File: config.mk
export PLATFORM = sky130hd
export DESIGN_NAME = piso_arb
export DESIGN_NICKNAME = d
export VERILOG_FILES = /design/src/rtl/piso_arb.sv
export SDC_FILE = /design/constraint.sdc
export NUM_CORES = 1
export LEC_CHECK = 0
export CAP_MARGIN = 20
export CORE_AREA = 4 4 111 113
export DETAILED_ROUTE_END_ITERATION = 12
export DIE_AREA = 0 0 115 117
export HOLD_SLACK_MARGIN = 0.06
export PLACE_DENSITY = 0.8
export SYNTH_ARGS = -nofsm -noshare
export SYNTH_HDL_FRONTEND = slang
export SYNTH_SLANG_ARGS = --single-unit
File: constraint.sdc
create_clock -name CLK -period 1.7 [get_ports CLK]
set_input_delay 0.17 -clock CLK [delete_from_list [all_inputs] [get_ports CLK]]
set_output_delay 0.17 -clock CLK [all_outputs]
set_load 0.01 [all_outputs]
File: src/rtl/piso_arb.sv
// piso_arb: round-robin arbiter that serialises wide words from NUM_PORT requesters into narrow beats.
// Define PISO_ARB_CACHE_EN to add a one-word buffer (plus LAST flag) between the granted port and the serialiser.
module piso_arb #(
    parameter int NUM_PORT       = 4,
    parameter int DATA_IN_WIDTH  = 64,
    parameter int DATA_OUT_WIDTH = 16
) (
    input  logic                              CLK,
    input  logic                              RST_N,
    input  logic                              RESET,
    input  logic [NUM_PORT-1:0]               IN_VLD,
    input  logic [NUM_PORT-1:0]               IN_LAST,
    input  logic [NUM_PORT*DATA_IN_WIDTH-1:0] IN_DAT,
    output logic [NUM_PORT-1:0]               IN_RDY,
    output logic [DATA_OUT_WIDTH-1:0]         OUT_DAT,
    output logic                              OUT_VLD,
    output logic                              OUT_LAST,
    output logic [$clog2(NUM_PORT)-1:0]       OUT_PORT,
    input  logic                              OUT_RDY
);
    localparam int NUM_SHIFTS = DATA_IN_WIDTH / DATA_OUT_WIDTH;
    localparam int CW         = $clog2(NUM_SHIFTS);
    localparam int PW         = $clog2(NUM_PORT);
    localparam logic [CW-1:0] CNT_MAX  = CW'(NUM_SHIFTS - 1);
    localparam logic [PW-1:0] PORT_MAX = PW'(NUM_PORT - 1);

    typedef enum logic {IDLE, SERIAL} state_t;

    state_t                     state;
    logic [CW-1:0]              cnt;
    logic [PW-1:0]              ptr;
    logic [PW-1:0]              grant;
    logic [PW-1:0]              pick;
    logic [PW-1:0]              idx;
    logic                       serial;
    logic                       last_slice;
    logic                       hs;
    logic                       fin;
    logic                       done;
    logic                       src_vld;
    logic                       src_last;
    logic [DATA_IN_WIDTH-1:0]   src_word;
    logic [NUM_PORT-1:0]        grant_oh;

    // NOTE: every always_comb output gets a default before any branch, so no latch can be inferred.
    // Scanning downwards lets the closest requester at or after ptr win.
    always_comb begin
        pick = ptr;
        idx  = ptr;
        for (int i = NUM_PORT - 1; i >= 0; i--) begin
            idx = PW'((int'(ptr) + i) % NUM_PORT);
            if (IN_VLD[idx]) pick = idx;
        end
    end

    assign grant_oh   = NUM_PORT'(1) << grant;
    assign serial     = (state == SERIAL);
    assign last_slice = (cnt == CNT_MAX);

`ifdef PISO_ARB_CACHE_EN
    logic                     buf_vld;
    logic                     buf_last;
    logic                     cap;
    logic [DATA_IN_WIDTH-1:0] buf_word;

    // Refill is allowed on the cycle the final beat leaves, unless that word closed the packet.
    assign cap      = serial && !RESET && IN_VLD[grant] && (!buf_vld || (fin && !buf_last));
    assign IN_RDY   = cap ? grant_oh : '0;
    assign src_vld  = buf_vld;
    assign src_last = buf_last;
    assign src_word = buf_word;

    always_ff @(posedge CLK or negedge RST_N) begin
        if (!RST_N) begin
            buf_vld  <= 1'b0;
            buf_last <= 1'b0;
        end else if (RESET) begin
            buf_vld  <= 1'b0;
            buf_last <= 1'b0;
        end else if (cap) begin
            buf_vld  <= 1'b1;
            buf_last <= IN_LAST[grant];
        end else if (fin) begin
            buf_vld  <= 1'b0;
        end
    end

    // NOTE: the data word is qualified by buf_vld, so it needs no reset and stays a plain register.
    always_ff @(posedge CLK) begin
        if (cap) buf_word <= IN_DAT[int'(grant)*DATA_IN_WIDTH +: DATA_IN_WIDTH];
    end
`else
    assign IN_RDY   = (serial && !RESET && last_slice && OUT_RDY) ? grant_oh : '0;
    assign src_vld  = IN_VLD[grant];
    assign src_last = IN_LAST[grant];
    assign src_word = IN_DAT[int'(grant)*DATA_IN_WIDTH +: DATA_IN_WIDTH];
`endif

    assign OUT_VLD  = serial && src_vld;
    assign OUT_DAT  = OUT_VLD ? src_word[int'(cnt)*DATA_OUT_WIDTH +: DATA_OUT_WIDTH] : '0;
    assign OUT_LAST = OUT_VLD && src_last && last_slice;
    assign OUT_PORT = grant;
    assign hs       = OUT_VLD && OUT_RDY;
    assign fin      = hs && last_slice;
    assign done     = fin && src_last;

    // NOTE: all state uses non-blocking assignments so every register samples pre-edge values.
    always_ff @(posedge CLK or negedge RST_N) begin
        if (!RST_N) begin
            state <= IDLE;
            cnt   <= '0;
            ptr   <= '0;
            grant <= '0;
        end else if (RESET) begin
            state <= IDLE;
            cnt   <= '0;
            ptr   <= '0;
            grant <= '0;
        end else begin
            case (state)
                IDLE: begin
                    if (|IN_VLD) begin
                        grant <= pick;
                        cnt   <= '0;
                        state <= SERIAL;
                    end
                end
                SERIAL: begin
                    if (hs) cnt <= last_slice ? '0 : cnt + CW'(1);
                    if (done) begin
                        state <= IDLE;
                        ptr   <= (grant == PORT_MAX) ? '0 : grant + PW'(1);
                    end
                end
            endcase
        end
    end
endmodule

==> impl_metrics.csv, run 1 <==
group,metric,value,unit
route,drtPass1Iterations,4,
critical_path,cp_max_fo,8,
clock_tree,ctsRootBufferMaster,"clkbuf_16",
clock_tree,clk_pin_slew_worst_paths,0.04,ns
clock_tree,cts_tree,"built",
route,routed_wl,16530,microns
yosys,synth_fp_nets,495,
route,ant_nets,0,
floorplan,row_count,39,
timing,setup_viol,24,
timing,maxSlewHeadroom,74.60,%
yosys,syn_area_per_cell,12.18,sq um
place,port-buffer-count,291,
yosys,synth_top_family_by_area,"multiplexers",
clock_tree,clk_latency,0.23,ns
run_status,run_status,"complete, but fails checks",
critical_path,cp_cell_sequence,"buf_12 > buf_4 > buf_12 > clkbuf_16 > mux4_2 > mux2i_2 > a211oi_2 > buf_2",
pwr,irDropWorstVdd,0.2405,mV
critical_path,endpoint_kind,"output port",
critical_path,crit_path_max_incr_delay,0.48,ns
yosys,synth_top_cell_by_area,"mux4_2",
floorplan,fp.dieW,115,microns
timing,fin_ws,-0.6270,ns
floorplan,core-area,11320,sq um
pwr,p_leak,0.002553,uW
final_layout,final_common_cell,"clkdlybuf4s50_1",
timing,post-route-min-period,2.327,ns
clock_tree,cts_max_level,1,
yosys,synth_area,2704,sq um
yosys,synth_area_leaders,"mux4_2 (53%), a211oi_1 (8.9%), mux2i_1 (7.8%)",
critical_path,r2r_slack,-0.53,ns
yosys,synth-compound-area-share,13.05,%
yosys,synthXorXnorAreaFrac,0,%
timing,slew_viol_final,0,
global_route,antenna_found_initial,1,
critical_path,slowest_stage,"dfrtp_4",
worst_hold_path,min_path_type,"in -> async",
global_route,grt_max_degree,26,
final_layout,multi_input_area,2695,sq um
floorplan,fp.dieH,117,microns
place,gp_congestion,0.8683,
critical_path,reg2reg_to,"ptr[1]$_DFFE_PN0P_",
place,dp_slack,-0.6747,ns
final_layout,seq_area,181.4,sq um
timing,rsz0062_at_grt,"yes",
floorplan,io_pins,292,
floorplan,start_util,23.88,%
timing,hold_slack,0.2233,ns
yosys,ys_seq_area_share,6.478,%
final_layout,diodes,0,
timing,fmax,429.7,MHz
critical_path,crit_arrival,2.16,ns
critical_path,cp_common_cell,"buf_12",
final_layout,final_cell_mix,"clkdlybuf4s50_1 (268), mux4_2 (64), buf_4 (36)",
yosys,synth_cell_types,32,
global_route,overflow,0,
yosys,synth_fa_ha_area_share,2.314,%
yosys,synth-simple-area-share,8.468,%
critical_path,reg2reg_depth,9,
critical_path,worst-setup-path-type,"reg -> out",
timing,finClkSkew,0.001090,ns
timing,final_hold_viol_count,0,
route,drc_errors,0,
timing,period_share,136.9,%
clock_tree,cts.path.max_buffers,2,
floorplan,die_area,13460,sq um
route,wl_per_cell,23.58,microns
final_layout,nets,832,
place,post-dp-hpwl,12850,microns
clock_tree,cts_num_sinks,7,
route,num_vias,3619,
final_layout,syn_to_final_growth,156.0,%
critical_path,rr_startpoint,"OUT_PORT[0]$_DFFE_PN0P_",
pwr,powerDensity,357.8,nW/um^2
yosys,muxShareOfSynthArea,61.92,%
clock_tree,cts_buffers,3,
run_status,violations,"setup timing",
global_route,grt.total_usage,22.73,%
route,first_iter_violations,167,
yosys,ys_warn_count,0,
final_layout,drive_gt1_share,41.22,%
route,via_per_inst,5.163,
timing,worst_slew_pin_slew,0.3798,ns
final_layout,fillers,895,
global_route,grt_first_pass_wirelength,23120,microns
critical_path,critPathRequiredTime,1.53,ns
critical_path,cp-start-kind,"register",
flow_run,max-cap-violations,0,
yosys,synth_top_area_share,53.31,%
yosys,ys_seq_elements,7,
global_route,grt_pass1_vias,4102,
yosys,syn_inst,222,
[report_power, final]
part	switching, uW	leakage [uW]	internal [uW]	total (uW)
clock network	98.9	0.0000382	313	412
registers	13.6	0.0000900	176	190
logic	612	0.00243	1260	1880
[per-layer routing]
metal,wire (microns),vias to the layer above,global-route usage (%),part of all wire [%]
met4,159,2,4.930,0.96
met5,13,-,0,0.079
met2,8891,207,42.67,54
met1,5982,1764,26.69,36
li1,-,1632,-,-
met3,1484,14,4.679,9.0
[cell families (layout without fill, tap and decap cells)]
kind of cell | Yosys count | after routing
buf+inv | 35 | 371
mux | 87 | 87
fa+ha+maj | 5 | 5
flops | 7 | 7
compound gates | 47 | 47
simple gates | 41 | 41
[flip-flops by register name (all words and copies together), names as in the netlist]
signal    count
OUT_PORT      2
serial        1
ptr           2
cnt           2
[through the flow]
stage	utilization, %	setup TNS (ns)	power (uW)	cell area, sq um	cells
6_report	61.15	-12.35	2477	6923	701
5_1_grt	61.15	-13.54	2584	6923	701
4_1_cts	59.75	-11.00	2435	6764	694
3_5_place_dp	54.65	-12.89	1727	6187	668
3_3_place_gp	54.65	-12.21	1700	6187	668
2_1_floorplan	-	-1.558	824.4	2910	222
[what timing repair did]
action	in CTS	in global routing
hold buffers	0	0
gates resized for setup	139	27
gates cloned	10	2
pin swaps	30	13
setup buffers	12	7
endpoints found under the setup margin	27	27
[worst max-delay path, delay by kind of cell, from the launching register on]
family / cells / cell delay (ns)
AO/OA/AOI/OAI: 1 / 0.09
buffers and inverters: 5 / 0.73
flip-flops: 1 / 0.48
multiplexers: 2 / 0.63
[Yosys cell counts]
library cell   n
nand2_1        6
nor3b_1        1
and2_1        21
a221o_1        1
o22a_1         1
a41o_1         2
ha_1           5
nor3_2         1
nor4_1         1
mux4_2        64
inv_1          8
mux2_2         2
dfrtp_1        7
nor2_1         6
a21oi_1        4
or2_2          1
buf_1          1
or3_1          1
nand2b_1       1
o22ai_1        1
o211ai_1       2
o311a_1        1
nor3_1         1
a221oi_1       2
buf_2          9
a211oi_1      32
buf_4          4
mux2i_1       21
buf_6          7
clkbuf_1       6
o21ai_0        1
nand3_1        1
[cell type report]
cell class | count | share of cell area [%]
repair buffers | 359 | 54.26
flip-flops and latches | 7 | 2.621
inverters | 8 | 0.4699
clock buffers | 4 | 1.139
multi-input cells | 180 | 38.93
well taps | 143 | 2.584
[how the worst max path moves through the flow]
| stage | endpoint | slack [ns] | startpoint |
|---|---|---|---|
| finish | OUT_DAT[14] | -0.63 | OUT_PORT[0]$_DFFE_PN0P_ |
| global route | OUT_DAT[2] | -0.67 | OUT_PORT[0]$_DFFE_PN0P_ |
| CTS | OUT_DAT[2] | -0.62 | OUT_PORT[0]$_DFFE_PN0P_ |
| detailed placement | OUT_DAT[8] | -0.67 | OUT_PORT[0]$_DFFE_PN0P_ |
| global placement | OUT_DAT[8] | -0.66 | OUT_PORT[0]$_DFFE_PN0P_ |
| floorplan | OUT_DAT[10] | -0.09 | OUT_PORT[0]$_DFFE_PN0P_ |
No activity file was read; power rests on OpenSTA's default activity.
==> inputs of run 2 (changes only) <==
Settings changed: CAP_MARGIN 20 to not set.
==> results of run 2 <==
Same layout as run 1: the final DEF is identical, and so are final timing and power.
==> inputs of run 3 (changes only) <==
Settings changed: PLACE_DENSITY 0.8 to not set, PLACE_DENSITY_LB_ADDON set to 0.08, REMOVE_ABC_BUFFERS set to 1.
==> run 3 against run 2 <==
The run still ends with setup timing left. Largest cell class unchanged. Critical path type unchanged. Clock-buffer cell count is the same. Sequential share of layout area is essentially flat. Utilization shrank 0.78 points. Hold slack gained 0.0086 ns. Combinational power shrank 9.6%. Flip-flop and latch count is the same. Clock power shrank 2%. Die area is the same. Highest routed layer is now met4. Clock skew grew 0.0033 ns. Critical endpoint is now OUT_DAT[10]. Cell count grew 2.1%.
==> impl_metrics.csv, run 3 (synthesized netlist as in run 1, its figures left out) <==
group,metric,value,unit
route,num_vias,3637,
final_layout,drive_gt1_share,41.61,%
floorplan,row_count,39,
critical_path,cp-start-kind,"register",
final_layout,nets,846,
run_status,run_status,"complete, but fails checks",
pwr,powerDensity,335.6,nW/um^2
clock_tree,ctsRootBufferMaster,"clkbuf_16",
final_layout,final_cell_mix,"clkdlybuf4s50_1 (268), mux4_2 (64), buf_4 (48)",
clock_tree,cts_num_sinks,7,
floorplan,fp.dieH,117,microns
place,port-buffer-count,291,
timing,final_hold_viol_count,0,
global_route,grt_pass1_vias,4125,
place,dp_slack,-0.6672,ns
critical_path,r2r_slack,-0.46,ns
timing,maxSlewHeadroom,73.95,%
route,met1_length,5388,microns
critical_path,worst-setup-path-type,"reg -> out",
route,via_per_inst,5.080,
global_route,grt_first_pass_wirelength,23060,microns
pwr,irDropWorstVdd,0.3717,mV
timing,finClkSkew,0.004415,ns
place,post-dp-hpwl,12900,microns
pwr,fin_total_pwr,2293,uW
timing,slew_viol_final,0,
clock_tree,postCtsHoldBufs,0,
route,top_layer,"met4",
floorplan,die_area,13460,sq um
critical_path,crit_arrival,2.04,ns
floorplan,core-area,11320,sq um
final_layout,syn_to_final_growth,152.8,%
timing,fin_ws,-0.5050,ns
floorplan,fp.dieW,115,microns
final_layout,final_common_cell,"clkdlybuf4s50_1",
critical_path,critPathRequiredTime,1.53,ns
pwr,p_leak,0.002608,uW
clock_tree,cts.path.max_buffers,2,
route,dr_wl_met2,8377,microns
global_route,grt.total_usage,22.58,%
floorplan,io_pins,292,
timing,setup_viol,27,
clock_tree,cts_max_level,1,
timing,worst_slew_pin_slew,0.3895,ns
critical_path,endpoint_kind,"output port",
clock_tree,clk_pin_slew_worst_paths,0.04,ns
route,ant_nets,0,
route,routed_wl,15580,microns
global_route,antenna_found_initial,1,
route,wl_per_cell,21.77,microns
global_route,grt_max_degree,29,
timing,hold_slack,0.2319,ns
global_route,overflow,0,
floorplan,start_util,23.88,%
timing,post-route-min-period,2.205,ns
timing,tns,-10.81,ns
flow_run,max-cap-violations,0,
clock_tree,cts_tree,"built",
clock_tree,cts_buffers,3,
route,drc_errors,0,
clock_tree,clk_latency,0.23,ns
final_layout,postLayoutCoreUtil,60.37,%
worst_hold_path,min_path_type,"in -> async",
critical_path,cp_max_fo,6,
run_status,violations,"setup timing",
route,drtPass1Iterations,4,
route,met3_length,1407,microns
timing,rsz0062_at_grt,"yes",
timing,fmax,453.5,MHz
place,gp_congestion,0.8356,
route,first_iter_violations,100,
timing,period_share,129.7,%
==> run 3: changes by cell type in the layout (fill, tap and decap cells not counted), moves of 3 or more <==
cell | previous run | this run
buf_6 | 7 | 20
buf_4 | 36 | 48
mux2i_1 | 10 | 17
a211oi_4 | 6 | 0
buf_16 | 10 | 4
mux2i_2 | 9 | 4
a211oi_1 | 0 | 3
a211oi_2 | 26 | 29
buf_12 | 13 | 10
buf_2 | 20 | 17
==> run 3: area by class of cell <==
| type | instances | area, sq um |
|---|---|---|
| multi-input combinational | 180 | 2620 |
| fill | 983 | 4487 |
| timing repair buffer | 373 | 3740 |
| inverter | 8 | 32.53 |
| antenna | 1 | 2.502 |
| sequential | 7 | 181.4 |
| tap | 143 | 178.9 |
| clock buffer | 4 | 78.83 |
==> run 3: metal layers <==
metal	track usage (%)	vias to the layer above
met1	24.23	1781
met2	43.44	171
met5	0	-
li1	-	1662
met3	6.427	23
met4	5.556	0
==> run 3: power by group <==
| part | switching [uW] | leakage, uW | internal [uW] |
|---|---|---|---|
| Combinational | 518 | 0.00248 | 1180 |
| Clock | 90.6 | 0.0000382 | 312 |
| Sequential | 16.0 | 0.0000900 | 176 |
==> run 3: worst max-delay path, stage by stage (launching register included) <==
cell      delay (ns)
dfrtp_4         0.51
buf_12          0.15
buf_12          0.13
mux4_2          0.41
and2_4          0.17
a211oi_2        0.21
a211oi_2        0.06
buf_2           0.16
==> run 3: worst paths after layout <==
path,from,endpoint,cells after the start
worst max-delay path,OUT_PORT[0]$_DFFE_PN0P_,OUT_DAT[10],7
worst min-delay path,RST_N,serial$_DFF_PN0_,1
worst max register to register,OUT_PORT[0]$_DFFE_PN0P_,ptr[0]$_DFFE_PN0P_,9
worst min register to register,ptr[0]$_DFFE_PN0P_,ptr[0]$_DFFE_PN0P_,3
max in group asynchronous,RST_N,OUT_PORT[0]$_DFFE_PN0P_,1
min in group CLK,RESET,OUT_PORT[1]$_DFFE_PN0P_,3
==> run 3: metrics by stage <==
stage | std cells | cell area (sq um)
floorplan | 195 | 2524
global route | 716 | 6834
global placement | 684 | 6096
detailed placement | 684 | 6096
CTS | 704 | 6620
finish | 716 | 6834
==> run 3: timing repair <==
item / in CTS / in global routing
gates resized for setup: 184 / 31
pin swaps: 26 / 10
setup endpoints to repair: 28 / 27
buffers inserted: 11 / 11
gates cloned: 5 / 0
